**src/rtl/sw_debounce.sv**
```systemverilog
// Per-channel two-flop synchroniser and counter-based debouncer for raw slide switches.
// Produces clean levels, registered one-cycle rise/fall pulses and a settled flag.
module sw_debounce #(
   parameter int unsigned CH              = 3,
   parameter int unsigned DEBOUNCE_CYCLES = 2000000,
   parameter int unsigned CNT_W           = 21,
   parameter logic        INIT_LEVEL      = 1'b0
) (
   input  logic          clk,
   input  logic          rst_n,
   input  logic [CH-1:0] sw_in,
   output logic [CH-1:0] sw_db,
   output logic [CH-1:0] sw_rise,
   output logic [CH-1:0] sw_fall,
   output logic          settled
);

   localparam logic [CNT_W-1:0] LAST = CNT_W'(DEBOUNCE_CYCLES - 1);

   logic [CH-1:0]            r_s1;
   logic [CH-1:0]            r_s2;
   logic [CH-1:0]            r_db;
   logic [CH-1:0]            r_rise;
   logic [CH-1:0]            r_fall;
   logic                     r_settled;
   logic [CH-1:0][CNT_W-1:0] r_cnt;

   logic [CH-1:0]            w_diff;
   logic [CH-1:0]            w_done;
   logic [CH-1:0][CNT_W-1:0] w_cnt_nxt;

   assign w_diff = r_s2 ^ r_db;

   // A counter only advances while the synchronised level disagrees with the
   // accepted one; agreement or acceptance returns it to zero.
   always_comb begin
      w_done    = '0;
      w_cnt_nxt = '0;
      for (int unsigned i = 0; i < CH; i++) begin
         if (w_diff[i]) begin
            if (r_cnt[i] == LAST) begin
               w_done[i] = 1'b1;
            end else begin
               w_cnt_nxt[i] = r_cnt[i] + 1'b1;
            end
         end
      end
   end

   always_ff @(posedge clk or negedge rst_n) begin
      if (!rst_n) begin
         r_s1      <= {CH{INIT_LEVEL}};
         r_s2      <= {CH{INIT_LEVEL}};
         r_db      <= {CH{INIT_LEVEL}};
         r_rise    <= '0;
         r_fall    <= '0;
         r_settled <= 1'b1;
         r_cnt     <= '0;
      end else begin
         r_s1      <= sw_in;
         r_s2      <= r_s1;
         r_db      <= r_db ^ w_done;
         r_rise    <= w_done & r_s2;
         r_fall    <= w_done & ~r_s2;
         r_settled <= ~|w_diff;
         r_cnt     <= w_cnt_nxt;
      end
   end

   assign sw_db   = r_db;
   assign sw_rise = r_rise;
   assign sw_fall = r_fall;
   assign settled = r_settled;

endmodule

```
**config.mk**
```make
export PLATFORM = sky130hd
export DESIGN_NAME = sw_debounce
export DESIGN_NICKNAME = d
export VERILOG_FILES = /design/src/rtl/sw_debounce.sv
export SDC_FILE = /design/constraint.sdc
export NUM_CORES = 1
export LEC_CHECK = 0
export ABC_CLOCK_PERIOD_IN_PS = 4500
export CORE_MARGIN = 4
export CORE_UTILIZATION = 55
export CTS_BUF_LIST = sky130_fd_sc_hd__clkbuf_16
export DETAILED_ROUTE_END_ITERATION = 7
export PLACE_DENSITY = 0.71
export SYNTH_ARGS = -nofsm -noshare
export SYNTH_HDL_FRONTEND = slang
export SYNTH_SLANG_ARGS = --single-unit
```
**constraint.sdc**
```tcl
create_clock -name clk -period 4.5 [get_ports clk]
set_clock_uncertainty 0.1 [all_clocks]
set_input_delay 1.35 -clock clk [delete_from_list [all_inputs] [get_ports clk]]
set_output_delay 1.35 -clock clk [all_outputs]
set_load 0.1 [all_outputs]
```
==> Word level (Yosys, flattened, before mapping) <==
Cells that the tools add are included.
{ "classes": {"eq_ne": 3, "muxes": 12, "addsub": 3, "bitwise": 5, "n_reduce_logical": 2} }
{ "op_table": {"columns": ["operator", "n"], "rows": [
  ["2-to-1 mux 21 bit", 6],
  ["adder 21 x 1 -> 21 bit (second input constant)", 3],
  ["== test 21 bit (second input constant)", 3],
  ["bitwise AND 3 bit", 2],
  ["2-to-1 mux 1 bit", 6],
  ["bitwise XOR 3 bit", 2],
  ["inverter 3 bit", 1],
  ["OR reduction 3 bit", 1],
  ["zero test 1 bit", 1]
]} }
{ "totals": {"elab_cells": 34, "out_inout_bits": 10, "ff_bits": 79, "inputBits": 5} }

==> Logic depth before layout (Yosys ltp) <==
{ "logic_depth": {"word_depth": 4, "mapped_depth": 7} }

==> Least setup slack after synthesis <==
No wires, ideal clock.
{ "synth_timing": {"kind": "reg-to-output", "start": "reg (tool-made name)", "end": "out sw_db[1]", "path_stages_with_launch": 1, "slack_ns": 2.101, "arrival_ns": 0.949, "required_time_ns": 3.050, "cell_sequence": "dfrtp_1"} }
{ "synth_lines": {"columns": ["item", "line_no", "rtl"], "rows": [
  ["end: declaration", "12", "output logic [CH-1:0] sw_db,"]
]} }

==> Worst setup path in the final report <==
{ "layout_timing": {"start": "reg r_settled (netlist: settled)", "end": "out settled"} }
{ "layout_lines": {"columns": ["item", "line_no", "rtl"], "rows": [
  ["start: declaration", "25", "logic r_settled;"],
  ["start signal: assignment", "65", "r_settled <= ~|w_diff;"],
  ["end: declaration", "15", "output logic settled"]
]} }
No word-level cell between the ends.

==> impl_metrics.json <==
{
  "finalSetupViolations": 0,
  "grt_pass1_wl_um": 12500,
  "synthMuxAreaShare_pct": 0.994,
  "maxSlewHeadroom_pct": 34.6,
  "synth_top_area_cell": "dfrtp_1",
  "ctsHoldBuffers": 0,
  "hold_ws_ps": 249,
  "cts_resized": 0,
  "drc": 0,
  "mostFrequentLayoutCell": "dfrtp_1",
  "worst_slew_pin_slew_ps": 978,
  "core-area_mm2": 0.00649,
  "numCtsBuffers": 9,
  "finalWirelength_um": 7180,
  "die_height_um": 90.9,
  "netlist_area_mm2": 0.00378,
  "async_flop_share_pct": 100,
  "regArea_mm2": 0.00198,
  "clkTransAtPathRegs_ps": 60,
  "grt_pass1_vias": 2669,
  "grt-ovfl-total": 0,
  "finish.instance_area_mm2": 0.00428,
  "cts.sinks": 79,
  "num_vias": 2810,
  "max-vdd-ir-drop_mv": 0.223,
  "cpMaxStageDelayCell": "clkdlybuf4s50_1",
  "setup_slack_ps": 1070,
  "dp_hpwl_um": 4710,
  "wire_per_inst_um": 15.3,
  "crit_type": "reg -> out",
  "post_dp_cell_area_mm2": 0.00398,
  "yosysWarnings": 0,
  "antenna_found_initial": 0,
  "synth_fp_nets": 377,
  "cp_max_fo": 1,
  "cts_tree": "done",
  "hp-class": "reg -> reg",
  "synth.avg_cell_area_um2": 10.2,
  "clockBufferDepth": 2,
  "fin_tns_setup_ps": 0,
  "gp_congestion": 0.860,
  "cellPowerDensity_mw_per_mm2": 354,
  "rsz0062_at_grt": "no",
  "cp.arrival_ps": 1980,
  "placement.io_buffers": 14,
  "synth_compound_area_share_pct": 6.09,
  "syn_inst": 369,
  "finalCritPeriodShare_pct": 76.1,
  "die_area_mm2": 0.00826,
  "synth_edf_count": 0,
  "final_net_count": 395,
  "status": "completed",
  "ys_seq_area_share_pct": 52.4,
  "grt_max_degree": 80,
  "diodes": 0,
  "pre_cts_slack_ps": 1430,
  "htreeDepth": 3,
  "hold_violations": 0,
  "insertion_delay_ps": 340,
  "cp-end-kind": "output pin",
  "synth_top_family_by_area": "simple AND/OR/NAND/NOR gates",
  "drtIter0Drc": 164,
  "final_layout_size_suffix_gt1_share_pct": 8.67,
  "postCtsSetupRepairBufs": 0,
  "min_period_ps": 3430,
  "power.leakage_nw": 1.68,
  "synth_simple_gate_area_share_pct": 27.3,
  "synth_adder_area_share_pct": 0.994,
  "start_util_pct": 58.2,
  "max_stage_delay_ps": 1120,
  "synth_top_area_share_pct": 51.7,
  "dr.pass1.iters": 4,
  "multi_input_area_mm2": 0.00171,
  "critPathBufInv": 1,
  "vias_per_cell": 5.99,
  "fillers": 527,
  "slew_violations": 0,
  "antenna_left": 0,
  "io_pins": 15,
  "postLayoutCoreUtil_pct": 65.9,
  "maxCapViolations": 0,
  "crit_chain": "clkdlybuf4s50_1",
  "cp-start-kind": "flip-flop",
  "fmax_mhz": 292,
  "crit_family": "buffers and inverters",
  "synth.distinct_cells": 40,
  "layout-area-overhead-vs-synth_pct": 13.3,
  "mostFrequentLayoutCells": "dfrtp_1 (78), nor2_1 (49), xnor2_1 (27)",
  "cts_root_buffer": "clkbuf_16",
  "fp-row-count": 29,
  "fp.dieW_um": 90.9,
  "required_ps": 3050,
  "synthTopCellsByArea": "dfrtp_1 (52%), xnor2_1 (6.3%), nor2_1 (4.9%), xor2_1 (3.7%), nand4_1 (3.5%)",
  "track_usage_pct": 18.7,
  "synthFlopType": "dfrtp_1",
  "synth.ff_latch_count": 79,
  "synth_xor_area_share_pct": 9.97
}
metal layers:
layer  share of wire, %  up-vias  global-route usage (%)
met5                  0        -                       0
met4                1.6        0                    7.79
met3                3.6        8                    4.00
met2                 48       52                    28.3
met1                 47     1381                    26.1
li1                   -     1369                       -
sequential cells by signal (all words and copies together) (netlist names), named ones only:
name,count
sw_fall,3
r_s1,3
settled,1
sw_rise,3
r_cnt,63
r_s2,3
path summary, 6_finish.rpt:
kind	from	endpoint	slack (ps)	cells after the start
setup / recovery	settled	settled	1070	1
hold / removal	r_s1[0]	r_s2[0]	250	0
setup reg to reg	r_cnt[28]	r_cnt[24]	1930	4
hold reg to reg	r_s1[0]	r_s2[0]	250	0
max in group asynchronous	rst_n	r_cnt[32]	2610	1
min in group asynchronous	rst_n	r_cnt[54]	1060	1
final cells by class:
class | count | share of cell area, %
flip-flops and latches | 79 | 46.2
well taps | 77 | 2.25
multi-input cells | 271 | 40.0
clock buffers | 9 | 5.26
clock inverters | 7 | 1.90
repair buffers | 15 | 3.39
inverters | 11 | 0.964
Yosys cell counts (2+ instances only):
library cell / n
nor4b_1: 4
or4_1: 5
and4_1: 8
nor3b_1: 6
nand4_1: 21
a31o_2: 3
nand3_1: 23
nor4_1: 8
xor2_1: 16
nor2_1: 49
xnor2_1: 27
or3_1: 9
nor3_1: 10
or4b_2: 3
buf_2: 2
mux2_2: 2
inv_1: 11
and3_1: 7
o21ai_0: 11
ha_1: 3
o31ai_1: 3
a21oi_1: 17
dfrtp_1: 78
nand2_1: 20
nand4b_1: 5
clkbuf_1: 4
kinds of logic after synthesis:
logic type,Yosys count
AND/OR/NAND/NOR,185
flip-flops,79
XOR/XNOR,43
AO/OA/AOI/OAI,37
buffers and inverters,19
multiplexers,3
adder cells (fa/ha/maj),3
per-stage QoR:
stage,power [mW],cells
finish,1.51,469
global route,1.57,469
CTS,1.53,469
detailed placement,0.790,453
global placement,0.789,453
floorplan,0.765,369
where the power goes:
| part | total (mW) | internal [mW] | switching [mW] |
|---|---|---|---|
| Sequential | 0.731 | 0.720 | 0.0113 |
| Clock | 0.737 | 0.436 | 0.301 |
| Combinational | 0.0452 | 0.0131 | 0.0321 |
(Power assumes the default switching activity.)
